**src/rtl/rectifier_pkg.sv**
```systemverilog
// Shared rectifier-board definitions: AD7822 controller state encodings and timing defaults.
// Latency: n/a (types and constants only).
// Backpressure: n/a.
package rectifier_pkg;

    // Controller states, 3-bit with IDLE at zero so a cleared register reads as idle.
    typedef enum logic [2:0] {
        ST_IDLE     = 3'd0,
        ST_CONVST   = 3'd1,
        ST_WAIT_EOC = 3'd2,
        ST_READ     = 3'd3,
        ST_QUIET    = 3'd4
    } adc_state_e;

    // AD7822 timing defaults at 50 MHz.
    localparam int unsigned AD7822_SAMPLE_PERIOD_CYC = 100; // 500 kS/s free-run
    localparam int unsigned AD7822_CONVST_LOW_CYC    = 2;   // >= 20 ns pulse
    localparam int unsigned AD7822_CONV_TIMEOUT_CYC  = 64;  // t_conv is ~21 clk
    localparam int unsigned AD7822_RD_LOW_CYC        = 3;
    localparam int unsigned AD7822_QUIET_CYC         = 10;

    function automatic int unsigned rect_max4(input int unsigned a, input int unsigned b,
                                              input int unsigned c, input int unsigned d);
        int unsigned m;
        m = a;
        if (b > m) m = b;
        if (c > m) m = c;
        if (d > m) m = d;
        return m;
    endfunction

endpackage

```
**src/rtl/sync_2ff.sv**
```systemverilog
// Generic two-flop synchronizer for a single asynchronous level.
// Latency: 2 clocks from input change to output change.
// Backpressure: none, the level is sampled every clock.
//
// Ports: i_clock (clock), i_reset_n (sync reset, active low), i_d (async input),
//        o_q (synchronized output, RESET_VAL while in reset).
module sync_2ff #(
    parameter logic RESET_VAL = 1'b0
) (
    input  logic i_clock,
    input  logic i_reset_n,
    input  logic i_d,
    output logic o_q
);

    logic meta_q, meta_d;
    logic sync_q, sync_d;

    always_comb begin
        meta_d = i_d;
        sync_d = meta_q;
    end

    always_ff @(posedge i_clock) begin
        if (!i_reset_n) begin
            meta_q <= RESET_VAL;
            sync_q <= RESET_VAL;
        end else begin
            meta_q <= meta_d;
            sync_q <= sync_d;
        end
    end

    assign o_q = sync_q;

endmodule

```
**src/rtl/adc_ad7822_ctrl.sv**
```systemverilog
// Bus master for one AD7822 8-bit ADC: CONVST pulse, wait for EOC, CS/RD read, latch DB.
// Latency: start -> CONVST_n low 1 clk; EOC_n fall -> RD_n low ~3 clk; o_valid 1 clk after last RD_n low.
// Backpressure: none; a period tick while busy is dropped and flagged on o_overrun, i_trigger while busy is ignored.
//
// Ports: i_clock, i_reset_n (sync, active low), i_enable (free-run), i_trigger (one-shot, IDLE only),
//        o_CONVST_n / o_CS_n / o_RD_n (ADC strobes, active low, registered), i_EOC_n (async), i_DB[7:0],
//        o_data[7:0] (last good sample), o_valid / o_timeout / o_overrun (1-clk pulses), o_busy (not IDLE).
module adc_ad7822_ctrl
    import rectifier_pkg::*;
#(
    parameter int unsigned SAMPLE_PERIOD_CYC = AD7822_SAMPLE_PERIOD_CYC,
    parameter int unsigned CONVST_LOW_CYC    = AD7822_CONVST_LOW_CYC,
    parameter int unsigned CONV_TIMEOUT_CYC  = AD7822_CONV_TIMEOUT_CYC,
    parameter int unsigned RD_LOW_CYC        = AD7822_RD_LOW_CYC,
    parameter int unsigned QUIET_CYC         = AD7822_QUIET_CYC
) (
    input  logic       i_clock,
    input  logic       i_reset_n,
    input  logic       i_enable,
    input  logic       i_trigger,
    output logic       o_CONVST_n,
    output logic       o_CS_n,
    output logic       o_RD_n,
    input  logic       i_EOC_n,
    input  logic [7:0] i_DB,
    output logic [7:0] o_data,
    output logic       o_valid,
    output logic       o_busy,
    output logic       o_timeout,
    output logic       o_overrun
);

    localparam int unsigned CNT_MAX = rect_max4(CONVST_LOW_CYC, CONV_TIMEOUT_CYC, RD_LOW_CYC, QUIET_CYC);
    localparam int unsigned CNT_W   = $clog2(CNT_MAX) + 1;
    localparam int unsigned TMR_W   = $clog2(SAMPLE_PERIOD_CYC) + 1;

    localparam logic [CNT_W-1:0] CNT_CONVST  = CNT_W'(CONVST_LOW_CYC - 1);
    localparam logic [CNT_W-1:0] CNT_TIMEOUT = CNT_W'(CONV_TIMEOUT_CYC - 1);
    localparam logic [CNT_W-1:0] CNT_RD      = CNT_W'(RD_LOW_CYC - 1);
    localparam logic [CNT_W-1:0] CNT_QUIET   = CNT_W'(QUIET_CYC - 1);
    localparam logic [TMR_W-1:0] TMR_LAST    = TMR_W'(SAMPLE_PERIOD_CYC - 1);

    adc_state_e       state_q, state_d;
    logic [CNT_W-1:0] cnt_q, cnt_d;
    logic [TMR_W-1:0] timer_q, timer_d;
    logic [7:0]       data_q, data_d;
    logic             valid_q, valid_d;
    logic             timeout_q, timeout_d;
    logic             overrun_q, overrun_d;
    logic             busy_q, busy_d;
    logic             convst_n_q, convst_n_d;
    logic             rd_cs_n_q, rd_cs_n_d;   // CS_n and RD_n always move together

    logic tick;
    logic start;
    logic eoc_n_sync;
    logic read_done;
    logic timeout_hit;

    sync_2ff #(
        .RESET_VAL (1'b1)
    ) u_eoc_sync (
        .i_clock   (i_clock),
        .i_reset_n (i_reset_n),
        .i_d       (i_EOC_n),
        .o_q       (eoc_n_sync)
    );

    // Free-run period timer, parked at zero while disabled.
    always_comb begin
        tick    = i_enable && (timer_q == TMR_LAST);
        timer_d = timer_q + TMR_W'(1);
        if (!i_enable || tick) begin
            timer_d = '0;
        end
        // Tick and trigger together still give a single start.
        start = (tick || i_trigger) && (state_q == ST_IDLE);
    end

    // State register and all output/data flops.
    always_ff @(posedge i_clock) begin
        if (!i_reset_n) begin
            state_q    <= ST_IDLE;
            cnt_q      <= '0;
            timer_q    <= '0;
            data_q     <= '0;
            valid_q    <= 1'b0;
            timeout_q  <= 1'b0;
            overrun_q  <= 1'b0;
            busy_q     <= 1'b0;
            convst_n_q <= 1'b1;
            rd_cs_n_q  <= 1'b1;
        end else begin
            state_q    <= state_d;
            cnt_q      <= cnt_d;
            timer_q    <= timer_d;
            data_q     <= data_d;
            valid_q    <= valid_d;
            timeout_q  <= timeout_d;
            overrun_q  <= overrun_d;
            busy_q     <= busy_d;
            convst_n_q <= convst_n_d;
            rd_cs_n_q  <= rd_cs_n_d;
        end
    end

    // Next state and shared down-counter.
    always_comb begin
        state_d     = state_q;
        cnt_d       = cnt_q;
        read_done   = 1'b0;
        timeout_hit = 1'b0;
        case (state_q)
            ST_IDLE: begin
                if (start) begin
                    state_d = ST_CONVST;
                    cnt_d   = CNT_CONVST;
                end
            end
            ST_CONVST: begin
                if (cnt_q == '0) begin
                    state_d = ST_WAIT_EOC;
                    cnt_d   = CNT_TIMEOUT;
                end else begin
                    cnt_d = cnt_q - CNT_W'(1);
                end
            end
            ST_WAIT_EOC: begin
                // EOC is checked first so it wins over an expiring timeout.
                if (!eoc_n_sync) begin
                    state_d = ST_READ;
                    cnt_d   = CNT_RD;
                end else if (cnt_q == '0) begin
                    timeout_hit = 1'b1;
                    state_d     = ST_QUIET;
                    cnt_d       = CNT_QUIET;
                end else begin
                    cnt_d = cnt_q - CNT_W'(1);
                end
            end
            ST_READ: begin
                if (cnt_q == '0) begin
                    read_done = 1'b1;
                    state_d   = ST_QUIET;
                    cnt_d     = CNT_QUIET;
                end else begin
                    cnt_d = cnt_q - CNT_W'(1);
                end
            end
            ST_QUIET: begin
                if (cnt_q == '0) begin
                    state_d = ST_IDLE;
                end else begin
                    cnt_d = cnt_q - CNT_W'(1);
                end
            end
            default: begin
                state_d = ST_IDLE;
                cnt_d   = '0;
            end
        endcase
    end

    // Outputs are registered from the next state so the ADC strobes are glitch-free
    // yet still change on the same edge as the state.
    always_comb begin
        convst_n_d = (state_d != ST_CONVST);
        rd_cs_n_d  = (state_d != ST_READ);
        busy_d     = (state_d != ST_IDLE);
        valid_d    = read_done;
        timeout_d  = timeout_hit;
        overrun_d  = tick && (state_q != ST_IDLE);
        // DB is taken on the edge that ends the last RD_n-low cycle.
        data_d     = read_done ? i_DB : data_q;
    end

    assign o_CONVST_n = convst_n_q;
    assign o_CS_n     = rd_cs_n_q;
    assign o_RD_n     = rd_cs_n_q;
    assign o_data     = data_q;
    assign o_valid    = valid_q;
    assign o_busy     = busy_q;
    assign o_timeout  = timeout_q;
    assign o_overrun  = overrun_q;

endmodule
```
**config.mk**
```make
export PLATFORM = sky130hd
export DESIGN_NAME = adc_ad7822_ctrl
export DESIGN_NICKNAME = d
export VERILOG_FILES = /design/src/rtl/rectifier_pkg.sv /design/src/rtl/sync_2ff.sv /design/src/rtl/adc_ad7822_ctrl.sv
export SDC_FILE = /design/constraint.sdc
export NUM_CORES = 1
export LEC_CHECK = 0
export CAP_MARGIN = 10
export CELL_PAD_IN_SITES_DETAIL_PLACEMENT = 1
export CELL_PAD_IN_SITES_GLOBAL_PLACEMENT = 1
export CORE_MARGIN = 1.5
export CORE_UTILIZATION = 38
export DETAILED_ROUTE_END_ITERATION = 8
export HOLD_SLACK_MARGIN = 0.15
export PLACE_DENSITY = 0.81
export SKIP_CTS_REPAIR_TIMING = 1
export SYNTH_ARGS = -nofsm -noshare
export SYNTH_HDL_FRONTEND = slang
export SYNTH_SLANG_ARGS = --single-unit
```
**constraint.sdc**
```tcl
create_clock -name i_clock -period 2.05 [get_ports i_clock]
set_input_delay 0.41 -clock i_clock [delete_from_list [all_inputs] [get_ports i_clock]]
set_output_delay 0.41 -clock i_clock [all_outputs]
set_load 0.01 [all_outputs]
```
==> reports/metrics.yaml, run 1 <==
drt:
  vias_per_cell: 5.48
  vias: 1464
  drt_wl_total_mm: 4.32
  dr.first_iter.drc_count: 33
  routedWlPerCell_um: 16.2
  first_pass_iters: 4
  drc: 0
  antenna_left: 0
logic_synthesis:
  syn_area_um2: 1570
  yosys_warnings: 0
  syn_inst: 178
  synth_nets: 194
  async_flop_share_pct: 0
  yosys.area_share.simple_pct: 25.6
  synthMuxAreaShare_pct: 0
  ys_ff_latch: 34
  synth_edf_count: 0
  synth_xor_xnor_area_share_pct: 3.92
  ys.flop_type: "dfxtp_1"
  synthAdderAreaFrac_pct: 2.40
  synthDistinctLibCells: 48
  synth_compound_area_share_pct: 20.4
  avgSynthCellArea_um2: 8.79
  ys_seq_area_share_pct: 43.5
  synth_top_family_by_area: "simple AND/OR/NAND/NOR gates"
run:
  cap_viol_max_count: 0
cells_and_area:
  n_antenna_cell: 0
  finish.utilization_pct: 51.6
  nNetsFinal: 232
  most-common-layout-cells: "dfxtp_1 (33), clkdlybuf4s50_1 (27), nand2_1 (26)"
  final_common_cell: "dfxtp_1"
  fillers: 474
  drive_gt1_share_pct: 15.7
  area_growth_pct: 30.9
  final_area_um2: 2050
sta:
  setup_ws_ns: 0.158
  fin_crit_ns: 1.89
  fin_setup_tns_ns: 0
  slew_violations: 0
  worst_pin_slew_ns: 0.471
  hold_viol_final: 0
  finalCritPeriodShare_pct: 92.3
  rsz0062_at_grt: "false"
  clock.fmax_mhz: 528
  finalSetupViolCount: 0
  max_slew_margin_pct: 68.6
  fin_skew_ns: 0.00883
pwr:
  swShare_pct: 41.9
  power_frac_comb_pct: 50.4
  p_sw_mw: 1.24
  power_leakage_nw: 0.746
  power.density_nw_per_um2: 1440
  clockPowerShare_pct: 17.7
  power_frac_seq_pct: 31.9
  irDropWorstVdd_v: 0.000722
  p_int_mw: 1.71
  total_power_mw: 2.95
outcome:
  status: "finished, final reports clean"
clock_network:
  root_buffer: "clkbuf_8"
  clk_latency_ns: 0.29
  cts.clk_slew.worst_paths_ns: 0.07
  numCtsBuffers: 5
  clock_path_buffers: 2
  cts_tree: "done"
  htreeDepth: 2
  cts_num_sinks: 34
setup_path:
  cp.required_ns: 2.23
  r2r-start: "cnt_q[0]"
  critPathSlowestCell: "o32ai_2"
  crit_type: "reg -> reg"
  rrSetupSlack_ns: 0.16
  path_buf_inv: 1
  crit_start: "cnt_q[0]"
  end_kind: "flip-flop"
  start_kind: "flip-flop"
  critPathTopFamily: "compound AO/OA/AOI/OAI gates"
  arrival_ns: 2.07
  crit_chain: "inv_1, ha_1, nor4b_4, nand2_2, o32ai_2, o21ai_1, o41ai_2"
  critPathMaxFanout: 8
  slowest_delay_ns: 0.46
global_routing:
  grt_pass1_wl_mm: 7.07
  grt_use_total_pct: 21.3
  grt_max_degree: 16
  overflow: 0
  grt_pass1_vias: 1536
  antenna_found_initial: 0
hold_path:
  hold_path.class: "reg -> reg"
  min_from: "u_eoc_sync.meta_q"
die:
  ios: 28
  die_w_um: 67.2
  die_y_um: 67.2
  design.die.area_um2: 4510
  rows: 23
  core_area_um2: 3970
  initial_core_util_pct: 39.4
place:
  place_congestion: 0.877
  portBuffers: 27
  place_area_um2: 1940
  pre_cts_ws_ns: 0.0463
  hpwl_mm: 3.29
## power groups by stage
stage	logic, mW	registers [mW]	clock network, mW
floorplan	1.02	0.905	0
global placement	1.39	0.936	0
detailed placement	1.44	0.948	0
CTS	1.45	0.934	0.540
global route	1.63	0.960	0.562
finish	1.49	0.940	0.520
## worst reg2reg max path, stage by stage, from the launching register on
cell,delay (ns)
dfxtp_1,0.32
inv_1,0.11
ha_1,0.17
nor4b_4,0.30
nand2_2,0.20
o32ai_2,0.46
o21ai_1,0.16
o41ai_2,0.08
## kinds of logic (layout without fill, tap and decap cells)
kind of cell,after synthesis,in the layout
AOI/OAI and AO/OA,44,44
xor gates and xnor gates,7,7
adders and majority gates,3,3
buffers and inverters,15,54
DFF,34,34
and+or+nand+nor,75,75
## stage by stage
step	cells	hold WS [ns]
final	267	0.426
after global routing	267	0.433
after CTS	267	0.434
after detailed placement	259	0.417
after global placement	259	0.395
after floorplan	178	0.386
## flip-flops by register name, indices dropped and copies added (netlist names)
name / count
cnt_q: 7
o_CONVST_n: 1
o_CS_n: 1
o_busy: 1
o_data: 8
o_overrun: 1
o_timeout: 1
o_valid: 1
state_q: 3
timer_q: 8
u_eoc_sync.meta_q: 1
u_eoc_sync.o_q: 1
## synth_stat cells (3+ instances only)
cell type   n  share of area, %
nand2b_1    4               1.6
and3_1      3               1.2
a31oi_1     3               1.2
ha_1        3               2.4
nand3_1     5               1.6
o22ai_1     3               1.2
xor2_1      3               1.7
nor3_1      5               1.6
dfxtp_1    34                43
inv_1       8               1.9
xnor2_1     4               2.2
nor2_1     16               3.8
o21ai_0     3              0.96
nand2_1    26               6.2
or3_1       4               1.6
a21oi_1    14               4.5
clkbuf_1    3              0.72
## final cells by class
type | count | area, µm² | share of cell area [%]
clock inverters | 2 | 12.5 | 0.611
repair buffers | 38 | 353 | 17.2
flip-flops and latches | 34 | 682 | 33.3
inverters | 8 | 30.0 | 1.47
clock buffers | 6 | 82.6 | 4.03
well taps | 50 | 62.6 | 3.05
multi-input cells | 129 | 826 | 40.3
## final timing paths
kind | endpoint | cells after the start
max | cnt_q[3] | 7
max reg2reg | cnt_q[3] | 7
min reg2reg | u_eoc_sync.o_q | 1
min | u_eoc_sync.o_q | 1
## metal layers
layer | vias up | GRT usage, % | wire [µm]
met3 | 14 | 5.83 | 229
met5 | - | 0 | 0
li1 | 708 | - | -
met4 | 0 | 11.2 | 134
met2 | 51 | 36.5 | 2090
met1 | 691 | 24.1 | 1870
(Power assumes the default switching activity.)
==> inputs of run 2 (changes only) <==
- CTS_CLUSTER_DIAMETER: not set -> 200
- TNS_END_PERCENT: not set -> 5
==> results of run 2 <==
The final DEF is identical to that of run 1; final timing and power are the same.
==> inputs of run 3 (changes only) <==
- CELL_PAD_IN_SITES_DETAIL_PLACEMENT: 1 -> not set
- CELL_PAD_IN_SITES_GLOBAL_PLACEMENT: 1 -> not set
- CORE_UTILIZATION: 38 -> 45
- PLACE_DENSITY: 0.81 -> 0.74
==> run 3 against run 2 <==
Net effect: die area fell by 15%; register-to-register slack worse by 0.07 ns; global-route usage shrank 1.5 points; clock power decreased by 24%; wire length shrank 21%; final cell count shrank 2.2%; cell area down 2.8%; clock-buffer cell count unchanged; first-iteration DRC count decreased by 3.0%; critical path depth unchanged; via count shrank 4.8%; total power decreased by 8.3%; critical endpoint unchanged; largest power group unchanged.
==> reports/metrics.yaml, run 3 (same netlist as run 1, synthesis figures left out) <==
global_routing:
  grt_pass1_wl_mm: 5.51  # was 7.07 mm
  overflow: 0  # unchanged
  grt_pass1_vias: 1278  # was 1536
  grt_max_degree: 12  # was 16
  antenna_found_initial: 0  # unchanged
  grt_use_total_pct: 19.8  # was 21.3%
sta:
  slew_violations: 0  # unchanged
  clock.fmax_mhz: 509  # was 528 MHz
  fin_crit_ns: 1.96  # was 1.89 ns
  finalSetupViolCount: 0  # unchanged
  hold_viol_final: 0  # unchanged
  finalCritPeriodShare_pct: 95.7  # was 92.3%
  fin_skew_ns: 0.00888  # was 0.00883 ns
  worst_pin_slew_ns: 0.485  # was 0.471 ns
  max_slew_margin_pct: 67.5  # was 68.6%
setup_path:
  start_kind: "flip-flop"  # unchanged
  end_kind: "flip-flop"  # unchanged
  critPathMaxFanout: 9  # was 8
  crit_type: "reg -> reg"  # unchanged
  cp.required_ns: 2.30  # was 2.23 ns
  arrival_ns: 2.21  # was 2.07 ns
outcome:
  status: "finished, final reports clean"  # unchanged
clock_network:
  clk_latency_ns: 0.34  # was 0.29 ns
  cts_tree: "done"  # unchanged
  htreeDepth: 2  # unchanged
  cts_num_sinks: 34  # unchanged
  numCtsBuffers: 5  # unchanged
  clock_path_buffers: 2  # unchanged
  root_buffer: "clkbuf_4"  # was clkbuf_8
  cts.clk_slew.worst_paths_ns: 0.11  # was 0.07 ns
die:
  ios: 28  # unchanged
  die_y_um: 62.0  # was 67.2 µm
  rows: 21  # was 23
  design.die.area_um2: 3840  # was 4510 µm²
  core_area_um2: 3340  # was 3970 µm²
  initial_core_util_pct: 46.9  # was 39.4%
  die_w_um: 62.0  # was 67.2 µm
cells_and_area:
  stdcell_count: 261  # was 267
  nNetsFinal: 230  # was 232
  final_common_cell: "dfxtp_1"  # unchanged
  n_antenna_cell: 0  # unchanged
  most-common-layout-cells: "dfxtp_1 (33), clkdlybuf4s50_1 (27), nand2_1 (26)"  # unchanged
  area_growth_pct: 27.2  # was 30.9%
  drive_gt1_share_pct: 14.4  # was 15.7%
  final_area_um2: 1990  # was 2050 µm²
drt:
  antenna_left: 0  # unchanged
  drc: 0  # unchanged
  routedWlPerCell_um: 13.1  # was 16.2 µm
  vias_per_cell: 5.34  # was 5.48
  dr.first_iter.drc_count: 32  # was 33
  first_pass_iters: 4  # unchanged
  drt_wl_total_mm: 3.43  # was 4.32 mm
  vias: 1393  # was 1464
place:
  place_area_um2: 1920  # was 1940 µm²
  hpwl_mm: 2.64  # was 3.29 mm
  place_congestion: 0.878  # was 0.877
  portBuffers: 27  # unchanged
  dp_cells: 253  # was 259
pwr:
  power.density_nw_per_um2: 1360  # was 1440 nW/µm²
  power_leakage_nw: 0.719  # was 0.746 nW
  irDropWorstVdd_v: 0.000765  # was 0.000722 V
hold_path:
  hold_path.class: "reg -> reg"  # unchanged
run:
  cap_viol_max_count: 0  # unchanged
run 3: cell count changes in the layout (fill, tap and decap cells not counted), sizes merged:
cell,delta
buf,-2
run 3: routing by layer:
layer / global-route usage (%) / wire length (µm) / vias to the layer above
met1: 24.0 / 1580 / 637
met3: 6.83 / 169 / 8
met5: 0 / 0 / -
li1: - / - / 708
met2: 31.3 / 1620 / 40
met4: 9.73 / 61 / 0
run 3: worst paths after layout:
path,from,end,slack [ns],cells after the start
worst max-delay path,cnt_q[1],cnt_q[3],0.09,7
worst min-delay path,u_eoc_sync.meta_q,u_eoc_sync.o_q,0.42,1
worst max register to register,cnt_q[1],cnt_q[3],0.09,7
worst min register to register,u_eoc_sync.meta_q,u_eoc_sync.o_q,0.42,1
run 3: where the power goes:
group | switching (mW) | internal, mW
Combinational | 0.793 | 0.603
Sequential | 0.127 | 0.781
Clock | 0.233 | 0.165
Total | 1.15 | 1.55
run 3: area by class of cell:
type                            count  area (µm²)
Timing Repair Buffer               36         338
Clock inverter                      2        12.5
Sequential cell                    34         682
Fill cell                         314        1350
Multi-Input combinational cell    129         820
Clock buffer                        6        51.3
Tap cell                           46        57.6
Inverter                            8        30.0
run 3: worst max-delay path, cell delays in order, from the launching register on:
cell and delay (ns):
dfxtp_1 0.40, inv_1 0.08, ha_1 0.18, nor4b_4 0.14
and2_2 0.27, or3_1 0.37, o21a_2 0.17, o41ai_2 0.27
run 3: through the flow:
stage	hold slack [ns]	util, %	setup WS (ns)	total power [mW]	TNS, ns
2_1_floorplan	0.386	-	0.322	1.92	0
3_3_place_gp	0.391	57.7	0.121	2.23	0
3_5_place_dp	0.394	57.7	0.0396	2.28	0
4_1_cts	0.420	59.6	0.0128	2.67	0
5_1_grt	0.446	59.7	-0.000661	2.91	-0.000661
6_report	0.418	59.7	0.0873	2.70	0
